--- config.mk ---
export PLATFORM = sky130hd
export DESIGN_NAME = vending_machine_multi
export DESIGN_NICKNAME = d
export VERILOG_FILES = /design/src/rtl/vending_pkg.sv /design/src/rtl/vm_stock_bank.sv /design/src/rtl/vending_machine_multi.sv
export SDC_FILE = /design/constraint.sdc
export NUM_CORES = 1
export LEC_CHECK = 0
export ABC_AREA = 1
export BUFFER_PORTS_ARGS = -buffer_cell sky130_fd_sc_hd__clkbuf_2
export CORE_MARGIN = 3
export CORE_UTILIZATION = 52
export CTS_CLUSTER_DIAMETER = 120
export DETAILED_ROUTE_END_ITERATION = 10
export GPL_TIMING_DRIVEN = 0
export PLACE_DENSITY = 0.75
export REMOVE_ABC_BUFFERS = 1
export SLEW_MARGIN = 10
export SYNTH_ARGS = -nofsm -noshare
export SYNTH_HDL_FRONTEND = slang
export SYNTH_HIERARCHICAL = 1
export SYNTH_SLANG_ARGS = --single-unit
--- constraint.sdc ---
create_clock -name clk -period 2 [get_ports clk]
set_input_delay 0.4 -clock clk [delete_from_list [all_inputs] [get_ports clk]]
set_output_delay 0.4 -clock clk [all_outputs]
set_load 0.01 [all_outputs]
--- src/rtl/vending_pkg.sv ---
// Shared definitions for the multi-item vending machine: state encodings and coin decode.
package vending_pkg;

  typedef enum logic [2:0] {
    ST_IDLE     = 3'd0,
    ST_CREDIT   = 3'd1,
    ST_DISPENSE = 3'd2,
    ST_CHANGE   = 3'd3,
    ST_COMPLETE = 3'd4
  } state_e;

  localparam logic [1:0] COIN_1   = 2'b00;
  localparam logic [1:0] COIN_2   = 2'b01;
  localparam logic [1:0] COIN_5   = 2'b10;
  localparam logic [1:0] COIN_BAD = 2'b11;

  localparam int unsigned COIN_AMT_W = 3;

  // Credit units carried by a coin code; the invalid code is worth nothing.
  function automatic logic [COIN_AMT_W-1:0] coin_amount(input logic [1:0] code);
    logic [COIN_AMT_W-1:0] amt;
    case (code)
      COIN_1:  amt = 3'd1;
      COIN_2:  amt = 3'd2;
      COIN_5:  amt = 3'd5;
      default: amt = 3'd0;
    endcase
    return amt;
  endfunction

endpackage

--- src/rtl/vm_stock_bank.sv ---
// Per-item stock counters with single-item decrement and bulk restock.
module vm_stock_bank #(
  parameter int unsigned NUM_ITEMS  = 4,
  parameter int unsigned SEL_W      = 2,
  parameter int unsigned STOCK_W    = 4,
  parameter int unsigned STOCK_INIT = 2
) (
  input  logic                 clk,
  input  logic                 reset_n,
  input  logic                 restock,
  input  logic                 dec,
  input  logic [SEL_W-1:0]     dec_idx,
  output logic [NUM_ITEMS-1:0] empty_c
);

  logic [STOCK_W-1:0] stock_q [NUM_ITEMS];
  logic [STOCK_W-1:0] stock_d [NUM_ITEMS];

  always_comb begin
    for (int unsigned i = 0; i < NUM_ITEMS; i++) begin
      stock_d[i] = stock_q[i];
      empty_c[i] = (stock_q[i] == '0);
      if (restock) begin
        stock_d[i] = STOCK_W'(STOCK_INIT);
      end else if (dec && (dec_idx == SEL_W'(i)) && (stock_q[i] != '0)) begin
        stock_d[i] = stock_q[i] - STOCK_W'(1);
      end
    end
  end

  always_ff @(posedge clk or negedge reset_n) begin
    if (!reset_n) begin
      for (int unsigned i = 0; i < NUM_ITEMS; i++) stock_q[i] <= STOCK_W'(STOCK_INIT);
    end else begin
      for (int unsigned i = 0; i < NUM_ITEMS; i++) stock_q[i] <= stock_d[i];
    end
  end

endmodule

--- src/rtl/vending_machine_multi.sv ---
// Multi-item vending controller: credit accumulation, vend with timed dispense,
// unit-by-unit change refund, and per-item stock tracking.
module vending_machine_multi
  import vending_pkg::*;
#(
  parameter int unsigned NUM_ITEMS       = 4,
  parameter int unsigned SEL_W           = (NUM_ITEMS > 1) ? $clog2(NUM_ITEMS) : 1,
  parameter int unsigned PRICE           = 3,
  parameter int unsigned CREDIT_W        = 4,
  parameter int unsigned DISPENSE_CYCLES = 5,
  parameter int unsigned STOCK_W         = 4,
  parameter int unsigned STOCK_INIT      = 2
) (
  input  logic                 clk,
  input  logic                 reset_n,
  input  logic                 coin,
  input  logic [1:0]           coin_value,
  input  logic [SEL_W-1:0]     select,
  input  logic                 dispense,
  input  logic                 cancel,
  input  logic                 restock,
  output logic [NUM_ITEMS-1:0] vend_out,
  output logic                 change_out,
  output logic [CREDIT_W-1:0]  credit,
  output logic [NUM_ITEMS-1:0] sold_out,
  output logic                 coin_reject,
  output logic                 vend_err,
  output logic [2:0]           status
);

  localparam int unsigned SUM_W = ((CREDIT_W > COIN_AMT_W) ? CREDIT_W : COIN_AMT_W) + 1;
  localparam int unsigned CNT_W = (DISPENSE_CYCLES > 1) ? $clog2(DISPENSE_CYCLES) : 1;
  localparam logic [SUM_W-1:0] MAX_CREDIT = SUM_W'((2 ** CREDIT_W) - 1);

  state_e               state_q, state_d;
  logic [CREDIT_W-1:0]  credit_q, credit_d;
  logic [CNT_W-1:0]     cnt_q, cnt_d;
  logic [SEL_W-1:0]     sel_q, sel_d;
  logic [NUM_ITEMS-1:0] vend_out_q, vend_out_d;
  logic                 change_out_q, change_out_d;
  logic                 coin_reject_q, coin_reject_d;
  logic                 vend_err_q, vend_err_d;

  logic [NUM_ITEMS-1:0] empty_c;
  logic [SUM_W-1:0]     coin_sum;
  logic                 coin_fits, coin_acc, coin_rej, vend_ok, vend_bad, item_avail;

  vm_stock_bank #(
    .NUM_ITEMS (NUM_ITEMS),
    .SEL_W     (SEL_W),
    .STOCK_W   (STOCK_W),
    .STOCK_INIT(STOCK_INIT)
  ) u_stock (
    .clk    (clk),
    .reset_n(reset_n),
    .restock((state_q == ST_IDLE) && restock),
    .dec    (vend_ok),
    .dec_idx(select),
    .empty_c(empty_c)
  );

  always_ff @(posedge clk or negedge reset_n) begin
    if (!reset_n) begin
      state_q       <= ST_IDLE;
      credit_q      <= '0;
      cnt_q         <= '0;
      sel_q         <= '0;
      vend_out_q    <= '0;
      change_out_q  <= 1'b0;
      coin_reject_q <= 1'b0;
      vend_err_q    <= 1'b0;
    end else begin
      state_q       <= state_d;
      credit_q      <= credit_d;
      cnt_q         <= cnt_d;
      sel_q         <= sel_d;
      vend_out_q    <= vend_out_d;
      change_out_q  <= change_out_d;
      coin_reject_q <= coin_reject_d;
      vend_err_q    <= vend_err_d;
    end
  end

  // Next state and credit/counter datapath; priority in CREDIT is cancel > dispense > coin.
  always_comb begin
    state_d    = state_q;
    credit_d   = credit_q;
    cnt_d      = cnt_q;
    sel_d      = sel_q;
    coin_acc   = 1'b0;
    coin_rej   = 1'b0;
    vend_ok    = 1'b0;
    vend_bad   = 1'b0;
    coin_sum   = SUM_W'(credit_q) + SUM_W'(coin_amount(coin_value));
    coin_fits  = (coin_value != COIN_BAD) && (coin_sum <= MAX_CREDIT);
    item_avail = (32'(select) < NUM_ITEMS) && !empty_c[select];

    case (state_q)
      ST_IDLE: begin
        coin_acc = coin && coin_fits;
        coin_rej = coin && !coin_fits;
      end
      ST_CREDIT: begin
        if (cancel) begin
          state_d  = ST_CHANGE;
          coin_rej = coin;
        end else if (dispense) begin
          coin_rej = coin;
          vend_ok  = item_avail && (credit_q >= CREDIT_W'(PRICE));
          vend_bad = !vend_ok;
        end else begin
          coin_acc = coin && coin_fits;
          coin_rej = coin && !coin_fits;
        end
      end
      ST_DISPENSE: begin
        coin_rej = coin;
        if (cnt_q == CNT_W'(DISPENSE_CYCLES - 1)) state_d = ST_CHANGE;
        else cnt_d = cnt_q + CNT_W'(1);
      end
      ST_CHANGE: begin
        coin_rej = coin;
        if (credit_q == '0) state_d = ST_COMPLETE;
        else credit_d = credit_q - CREDIT_W'(1);
      end
      ST_COMPLETE: begin
        coin_rej = coin;
        state_d  = ST_IDLE;
      end
      default: state_d = ST_IDLE;
    endcase

    if (coin_acc) begin
      credit_d = CREDIT_W'(coin_sum);
      state_d  = ST_CREDIT;
    end
    if (vend_ok) begin
      credit_d = credit_q - CREDIT_W'(PRICE);
      sel_d    = select;
      cnt_d    = '0;
      state_d  = ST_DISPENSE;
    end
  end

  // Registered outputs are computed from the next state so they line up with status.
  always_comb begin
    vend_out_d    = '0;
    change_out_d  = 1'b0;
    coin_reject_d = coin_rej;
    vend_err_d    = vend_bad;
    if (state_d == ST_DISPENSE) vend_out_d = NUM_ITEMS'(1) << sel_d;
    if ((state_d == ST_CHANGE) && (credit_d != '0)) change_out_d = 1'b1;
  end

  assign vend_out    = vend_out_q;
  assign change_out  = change_out_q;
  assign credit      = credit_q;
  assign sold_out    = empty_c;
  assign coin_reject = coin_reject_q;
  assign vend_err    = vend_err_q;
  assign status      = state_q;

endmodule

Word-level counts from Yosys, hierarchy flattened. Cells that the tools add are included.

Input bits: 10. Register bits after elaboration: 35. Logic and storage cells: 114.

Equal/unequal tests: 14. Magnitude comparators: 3. Reduce and logical (&&, ||, !) cells: 37. Shifts and indexed selects: 1. Add/sub/neg operators: 8. Multiplexer cells: 39.

Operators with widths (number): $mux 4 (13); $mux 3 (8); $logic_not 4->1 (5); $reduce_bool 4->1 (5); $sub 4x1->4 const B (5); $logic_and 1x1->1 (14); $eq 3x2->1 const B (4); $mux 1 (12); $pmux 3 s4 (1); $reduce_bool 2->1 (5); $pmux 3 s3 (1); $eq 2x2->1 const B (3); $eq 3x3->1 const B (2); $add 4x3->5 (1); $le 5x4->1 const B (1); $eq 2x1->1 const B (2); $ge 4x2->1 const B (1); $logic_not 2->1 (2); $shl 1x2->4 const A (1); $sub 4x2->4 const B (1); $add 3x1->3 const B (1); $eq 3x1->1 const B (1); $logic_not 1->1 (3); $logic_not 3->1 (1); 9 further kinds (9).

Logic depth before layout (Yosys ltp). Gate-level depths: netlist (run 1).

Depth in word-level cells: 14. Mapped depth: 17.

Cells and area by module. Netlist (run 1), hierarchy kept.

Modules (own cells, without submodules): vending_machine_multi (seq. area each 475.5 um^2, instances 1, area each 1298.7 um^2, cells an instance 176); vm_stock_bank (seq. area each 405.4 um^2, instances 1, area each 999.7 um^2, cells an instance 134).

Worst setup path after synthesis (run 1). No wires, ideal clock.

Kind: register to register. Start point: reg u_stock/stock_q[13] (netlist name). End point: reg u_stock/stock_q[11] (netlist name). Data arrival time: 1.845 ns. Path slack: 0.037 ns. Cell stages (with the launch flop): 18. Setup time: 0.118 ns. Clock period less this slack: 1.963 ns. Required time: 1.882 ns. Path through: dfstp_2 inv_1 ha_1 nand2_1 nor2_1 nand2_1 nand3_1 nand2_1 nand3_2 buf_6 inv_4 nand2_1 nor2_1 nand2_1 inv_2 nor2_2 nand2_1 nand2_1.

Longest elaborated chain between the ends: 11.

RTL lines: start: declaration (RTL line vm_stock_bank.sv:16) `logic [STOCK_W-1:0] stock_q [NUM_ITEMS];`; $logic_not 4->1 (RTL line vm_stock_bank.sv:22) `empty_c[i] = (stock_q[i] == '0);`; via sold_out[0] (RTL line vending_machine_multi.sv:25) `output logic [NUM_ITEMS-1:0] sold_out,`; $bmux 1 s2 (RTL line vending_machine_multi.sv:96) `item_avail = (32'(select) < NUM_ITEMS) && !empty_c[select];`; $mux 1 (implied by the code) (RTL line vending_machine_multi.sv:96); $logic_not 1->1 (RTL line vending_machine_multi.sv:96); $logic_and 1x1->1 (RTL line vending_machine_multi.sv:109) `vend_ok = item_avail && (credit_q >= CREDIT_W'(PRICE));`; $mux 1 (RTL line vending_machine_multi.sv:107) `end else if (dispense) begin`; $mux 1 (RTL line vending_machine_multi.sv:104) `if (cancel) begin`; $mux 1 (RTL line vending_machine_multi.sv:98) `case (state_q)`; via vend_ok (RTL line vending_machine_multi.sv:46) `logic coin_fits, coin_acc, coin_rej, vend_ok, vend_bad, item_avail;`; $logic_and 1x1->1 (2 in a row) (RTL line vm_stock_bank.sv:25) `end else if (dec && (dec_idx == SEL_W'(i)) && (stock_q[i] != '0)) begin`; $reduce_bool 2->1 (no source line).

The timed path passes the listed nets, and every way through them passes these cells. The select of a mux whose other input is x is not followed. A chain may end at the register's enable or synchronous reset.

Worst setup path in the final report (run 1).
Start point: reg u_stock/stock_q[1] (netlist name). End point: reg vend_out_q[1], in the netlist vend_out[1].

Longest elaborated chain between the ends: 11. Elaborated cells on any way between the ends: 13.

RTL lines: $logic_not 4->1 (RTL line vm_stock_bank.sv:22); $bmux 1 s2 (RTL line vending_machine_multi.sv:96); $mux 1 (implied by the code) (RTL line vending_machine_multi.sv:96); $logic_not 1->1 (RTL line vending_machine_multi.sv:96); $logic_and 1x1->1 (RTL line vending_machine_multi.sv:109); $mux 1 (RTL line vending_machine_multi.sv:107); $mux 1 (RTL line vending_machine_multi.sv:104); $mux 1 (RTL line vending_machine_multi.sv:98); $mux 2 (RTL line vending_machine_multi.sv:137) `if (vend_ok) begin`; via sel_d[1] (RTL line vending_machine_multi.sv:38) `logic [SEL_W-1:0] sel_q, sel_d;`; $shl 1x2->4 (RTL line vending_machine_multi.sv:151) `if (state_d == ST_DISPENSE) vend_out_d = NUM_ITEMS'(1) << sel_d;`; $mux 4 (RTL line vending_machine_multi.sv:151); via vend_out_d[1] (RTL line vending_machine_multi.sv:39) `logic [NUM_ITEMS-1:0] vend_out_q, vend_out_d;`; end signal: assignment (RTL line vending_machine_multi.sv:77) `vend_out_q <= vend_out_d;`; end: declaration (RTL line vending_machine_multi.sv:39).

The timed path passes the listed nets, and every way through them passes these cells. The select of a mux whose other input is x is not followed.

==> results of run 1 <==
==> power by group <==
group / leakage (nW) / switching [mW] / internal [mW] / total (mW)
clock: 0.0612 / 0.260 / 0.403 / 0.663
sequential: 0.447 / 0.240 / 0.968 / 1.21
combinational: 1.14 / 1.34 / 0.983 / 2.33
==> cell usage in the layout (no fill, tap or decap), types with 2 or more instances in the layout <==
cell      synthesis  final
nand3_2           1      3
dfrtp_1          31     29
nand2_4           1      7
dfrtp_2           0      2
nand2_1          84     67
nand2_2           1     12
nand3_4           0      2
a21oi_1           4      3
ha_4              0      4
o21ai_0           9      9
nor2_4            2     11
inv_1            51     41
xor2_1            7      7
buf_4             0     20
nand3_1          39     35
dfstp_2           4      4
o21ai_2           2      2
buf_6             2      4
nor2_2            6      2
o21ai_1           2      2
nor2_1           26     21
inv_2             2     11
clkbuf_8          0      6
ha_1             16     11
clkbuf_2          1     27
nand4_1           5      5
==> metrics by stage <==
step	cell area (sq um)	hold WS [ns]	total power, mW	TNS [ns]	util
6_report	3020	0.210	4.20	-0.0146	0.728
4_1_cts	2750	0.246	3.85	0	0.665
3_5_place_dp	2460	0.467	2.96	-5.51	0.595
2_1_floorplan	2270	0.104	2.48	0	-
3_3_place_gp	2460	0.456	2.90	-4.84	0.595
5_1_grt	3020	0.270	4.57	-1.19	0.728
==> what timing repair did <==
| item | CTS | global route |
|---|---|---|
| pin swaps | 12 | 21 |
| gates resized for setup | 23 | 51 |
| setup endpoints to repair | 24 | 25 |
| buffers inserted | 16 | 8 |
==> routing by layer <==
metal	wire length [microns]	track usage	vias to the layer above
met1	2510	0.271	1037
met5	0	0	-
met4	70	0.0676	0
met3	242	0.0416	11
li1	-	-	1082
met2	2810	0.359	45
==> cell type report <==
type	count	area (sq um)	area share
Inverter	54	210	0.0697
Sequential cell	35	883	0.293
Tap cell	50	62.6	0.0207
Clock buffer	6	82.6	0.0274
Timing Repair Buffer	51	330	0.110
Multi-Input combinational cell	217	1410	0.468
Clock inverter	2	35.0	0.0116
==> worst max path at each step <==
stage          slack, ns             endpoint  cells after the start                start
2_1_floorplan     0.0007  u_stock/stock_q[11]                     16  u_stock/stock_q[13]
3_3_place_gp       -0.29  u_stock/stock_q[11]                     16   u_stock/stock_q[9]
3_5_place_dp       -0.33  u_stock/stock_q[10]                     16   u_stock/stock_q[1]
4_1_cts            0.002   u_stock/stock_q[0]                     15   u_stock/stock_q[5]
5_1_grt            -0.14          vend_out[0]                     14   u_stock/stock_q[9]
6_report          -0.009          vend_out[1]                     14   u_stock/stock_q[1]
==> critical path, cell delays in order (launching register included) <==
cell and delay (ns):
dfstp_2 0.55, inv_2 0.05, ha_4 0.15, nand2_2 0.08
inv_2 0.06, nand2_2 0.05, nand3_2 0.06, nand2_2 0.11
nand3_4 0.12, buf_6 0.15, buf_6 0.11, nand2_2 0.05
o21ai_2 0.06, or2_1 0.25, nor2_1 0.10
==> cell families after synthesis <==
kind of cell,after synthesis,synth area share
AO/OA/AOI/OAI,23,0.0604
XOR/XNOR,8,0.0305
adder cells (fa/ha/maj),17,0.0958
buffers and inverters,58,0.103
flip-flops,35,0.383
AND/OR/NAND/NOR,169,0.327
==> state kept, by name (all words and copies together) (netlist names) <==
name	count
u_stock/stock_q	16
credit	4
vend_out	4
cnt_q	3
status	3
sel_q	2
change_out	1
coin_reject	1
vend_err	1
==> results.py, run 1 <==
metrics = {
    "timing": {
        "skew_ns": 0.00322,
        "setup_violations": 2,
        "worst_slack_ns": -0.00885,
        "worst_pin_slew_ns": 0.861,
        "rsz0062_at_grt": "true",
        "slew_violations": 0,
        "fmax_mhz": 498,
        "hold_viol_final": 0,
        "relSlewSlack": 0.426,
        "fin_crit_ns": 2.01,
        "fin_crit_sh": 1.00,
    },
    "floorplanning": {
        "io_pins": 28,
        "die-height_microns": 72.5,
        "die_area_sq_um": 5250,
        "coreArea_sq_um": 4140,
        "initial_core_util": 0.555,
        "die_x_microns": 72.5,
        "rows": 23,
    },
    "setup_path": {
        "crit_arrival_ns": 2.23,
        "crit_path_max_fanout": 4,
        "worst-r2r-setup-slack_ns": -0.009,
        "reg2reg_from": "u_stock/stock_q[1]",
        "reg2reg_depth": 14,
        "critPathKind": "reg2reg",
        "startpoint_type": "flip-flop",
        "end_kind": "flip-flop",
        "timing.rr.end": "vend_out[1]",
        "cp.required_ns": 2.22,
    },
    "clock_tree": {
        "cts_tree": "done",
        "clkTransAtPathRegs_ns": 0.07,
        "h-tree-depth": 2,
        "cts.sink_count": 35,
        "clockBufferDepth": 2,
        "root_buffer": "clkbuf_8",
        "cts_buffers": 5,
        "worstSkewPairLatency_ns": 0.29,
        "cts.hold.buffers_added": 0,
    },
    "grt": {
        "grt_max_degree": 36,
        "antenna_found_initial": 0,
        "gr-total-overflow": 0,
        "grt_pass1_vias": 2015,
        "grt_usage": 0.211,
        "grt_pass1_wl_mm": 8.85,
    },
    "power": {
        "leakagePower_nw": 1.65,
        "cellPowerDensity_nw_per_um2": 1390,
        "vdd_drop_max_v": 0.000850,
    },
    "route": {
        "drtAntennaViolNets": 0,
        "firstDrtPassIters": 4,
        "wl_per_cell_microns": 13.6,
        "routed_wl_mm": 5.64,
        "drt_iter0_drc": 145,
        "vias_per_cell": 5.24,
        "via_count": 2175,
        "drc": 0,
    },
    "status": {
        "violations": "negative setup slack",
        "status": "finished with violations",
    },
    "layout": {
        "final_cells": 415,
        "antennaDiodeCount": 0,
        "area_growth_pct": 31.2,
        "fillerInstances": 315,
        "nNetsFinal": 391,
        "drive_above_1_share": 0.342,
    },
    "synth": {
        "netlist_area_sq_um": 2300,
        "yosysSeqAreaShare": 0.383,
        "yosys.cell_types.count": 35,
        "netlist_instances": 310,
        "synth-main-ff-cell": "dfrtp_1",
        "synth_seq_cells": 35,
        "synthTopCellsByArea": "dfrtp_1 34%, nand2_1 14%, ha_1 8.7%",
        "synth_top_area_share": 0.338,
        "synth_edf_count": 0,
        "synthArstFlopShare": 1.00,
        "yosys-top-cells-count": "84 x nand2_1, 51 x inv_1, 39 x nand3_1",
        "yosysMostFrequentCell": "nand2_1",
        "yosys_warnings": 6,
        "syn_area_per_cell_sq_um": 7.41,
        "yosys.area.top_type": "dfrtp_1",
    },
    "placement": {
        "portBuffers": 27,
        "dpl_worst_slack_ns": -0.332,
        "dp.cells": 383,
        "place_congestion": 0.837,
        "post-dp-hpwl_mm": 3.46,
    },
    "run": {
        "max_cap_viol_count": 0,
    },
    "worst_hold_path": {
        "hp-class": "in2async",
    },
}
(Power assumes the default switching activity.)
==> run 2, diff against run 1 <==
Settings changed: REMOVE_ABC_BUFFERS 1 to default.
==> run 2 against run 1 <==
Effect of this change:
- the flow still finishes with violations (negative setup slack)
- critical path type unchanged
- final cell count increased by 0.72%
- fmax decreased by 1.1%
- first-iteration DRC count increased by 6.2%
- non-clock buffer count increased by 3
- wire length increased by 7.4%
==> results.py, run 2 (synthesis gave the netlist of run 1 again) <==
metrics = {
    "setup_path": {
        "reg2reg_from": "u_stock/stock_q[1]",
        "crit_path_cell_trace": "inv_2 -> ha_4 -> nand2_4 -> inv_2 -> nand2_2 -> nand3_2 -> nand2_2 -> nand3_2 -> buf_6 -> inv_8 -> nand2_4 -> nor2_4 -> nand2_2 -> inv_4 -> nor2_4 -> nand2_1 -> nand2_1",
        "timing.rr.end": "u_stock/stock_q[11]",
        "end_kind": "flip-flop",
        "startpoint_type": "flip-flop",
        "crit_end": "u_stock/stock_q[11]",
        "critPathKind": "reg2reg",
        "cpMostUsedCell": "nand2_2",
        "cp.required_ns": 2.18,
        "crit_path_top_delay_cell": "dfstp_2",
        "crit_start": "u_stock/stock_q[1]",
        "reg2reg_depth": 17,
        "crit_path_max_fanout": 5,
        "worst-r2r-setup-slack_ns": -0.03,
        "crit_arrival_ns": 2.21,
        "max_stage_delay_ns": 0.54,
    },
    "timing": {
        "fin_crit_ns": 2.03,
        "setup_tns_ns": -0.152,
        "skew_ns": 0.00378,
        "rsz0062_at_grt": "true",
        "worst_slack_ns": -0.0305,
        "worst_pin_slew_ns": 0.865,
        "fin_crit_sh": 1.02,
        "setup_violations": 8,
        "slew_violations": 0,
        "finalHoldWorstSlack_ns": 0.206,
        "hold_viol_final": 0,
        "relSlewSlack": 0.423,
        "fmax_mhz": 492,
    },
    "layout": {
        "final_cells": 418,
        "final_util": 0.724,
        "largest_register": "u_stock/stock_q",
        "nNetsFinal": 394,
        "fin_area_sq_um": 3000,
        "largest_reg_flops": 16,
        "layout_common_cells": "67 x nand2_1, 40 x inv_1, 35 x nand3_1",
        "area_growth_pct": 30.5,
        "antennaDiodeCount": 0,
        "drive_above_1_share": 0.351,
        "final_common_cell": "nand2_1",
    },
    "route": {
        "wl_per_cell_microns": 14.5,
        "routed_wl_mm": 6.05,
        "firstDrtPassIters": 4,
        "drtAntennaViolNets": 0,
        "drt_iter0_drc": 154,
        "via_count": 2256,
        "drc": 0,
        "vias_per_cell": 5.40,
    },
    "grt": {
        "antenna_found_initial": 0,
        "grt_pass1_wl_mm": 9.31,
        "gr-total-overflow": 0,
        "grt_max_degree": 36,
        "grt_usage": 0.226,
        "grt_pass1_vias": 2178,
    },
    "power": {
        "cellPowerDensity_nw_per_um2": 1390,
        "leakagePower_nw": 1.65,
        "vdd_drop_max_v": 0.000832,
    },
    "floorplanning": {
        "die_area_sq_um": 5250,
        "io_pins": 28,
        "rows": 23,
        "die_x_microns": 72.5,
        "coreArea_sq_um": 4140,
        "die-height_microns": 72.5,
        "initial_core_util": 0.555,
    },
    "clock_tree": {
        "h-tree-depth": 2,
        "cts.sink_count": 35,
        "cts_buffers": 5,
        "cts.hold.buffers_added": 0,
        "cts_tree": "done",
        "worstSkewPairLatency_ns": 0.29,
        "clockBufferDepth": 2,
        "root_buffer": "clkbuf_8",
        "clkTransAtPathRegs_ns": 0.07,
    },
    "status": {
        "status": "finished with violations",
        "violations": "negative setup slack",
    },
    "worst_hold_path": {
        "hp-class": "in2async",
    },
    "placement": {
        "post-dp-hpwl_mm": 3.66,
        "place_congestion": 0.888,
        "dp.cells": 387,
        "placed_area_sq_um": 2500,
        "portBuffers": 27,
    },
    "synth": {
        "synth_nets": 337,
    },
    "run": {
        "max_cap_viol_count": 0,
    },
}
## run 2: area by class of cell
type / count / area (sq um)
Timing Repair Buffer: 50 / 315
Inverter: 54 / 215
Buffer: 4 / 32.5
Sequential cell: 35 / 883
Fill cell: 316 / 1140
Multi-Input combinational cell: 217 / 1390
Tap cell: 50 / 62.6
Clock buffer: 8 / 100
## run 2: worst min path at each step
stage | endpoint | depth (start not counted) | start
floorplan | change_out | 0 | reset_n
detailed placement | u_stock/stock_q[8] | 2 | u_stock/stock_q[8]
CTS | u_stock/stock_q[10] | 1 | reset_n
finish | coin_reject | 1 | reset_n
global route | coin_reject | 1 | reset_n
global placement | u_stock/stock_q[8] | 2 | u_stock/stock_q[8]
## run 2: repair_timing
item                                    in CTS  in global routing
endpoints found under the setup margin      19                 25
pin swaps                                   17                 13
gates resized for setup                     31                 43
gates cloned                                 0                  0
buffers inserted                            16                  7
## run 2: critical path, delay by kind of cell, from the launching register on
kind,cells,cell delay (ns)
flops,1,0.54
simple gates,11,0.82
buf+inv,5,0.39
fa+ha+maj,1,0.16
## run 2: routing by layer
layer,up-vias,track usage,share of wire
li1,1088,-,-
met1,1075,0.282,0.43
met4,0,0.0738,0.023
met3,16,0.0554,0.051
met5,-,0,0
met2,77,0.384,0.50
## run 2: through the flow
stage / worst slack (ns) / power [mW]
2_1_floorplan: 0.0372 / 2.51
3_3_place_gp: -0.153 / 2.97
3_5_place_dp: -0.195 / 3.02
4_1_cts: 0.000582 / 3.86
5_1_grt: -0.157 / 4.55
6_report: -0.0305 / 4.18
## run 2: where the power goes
part | internal [mW] | leakage [nW] | switching [mW]
combinational | 0.994 | 1.15 | 1.46
clock | 0.314 | 0.0515 | 0.254
sequential | 0.969 | 0.447 | 0.195
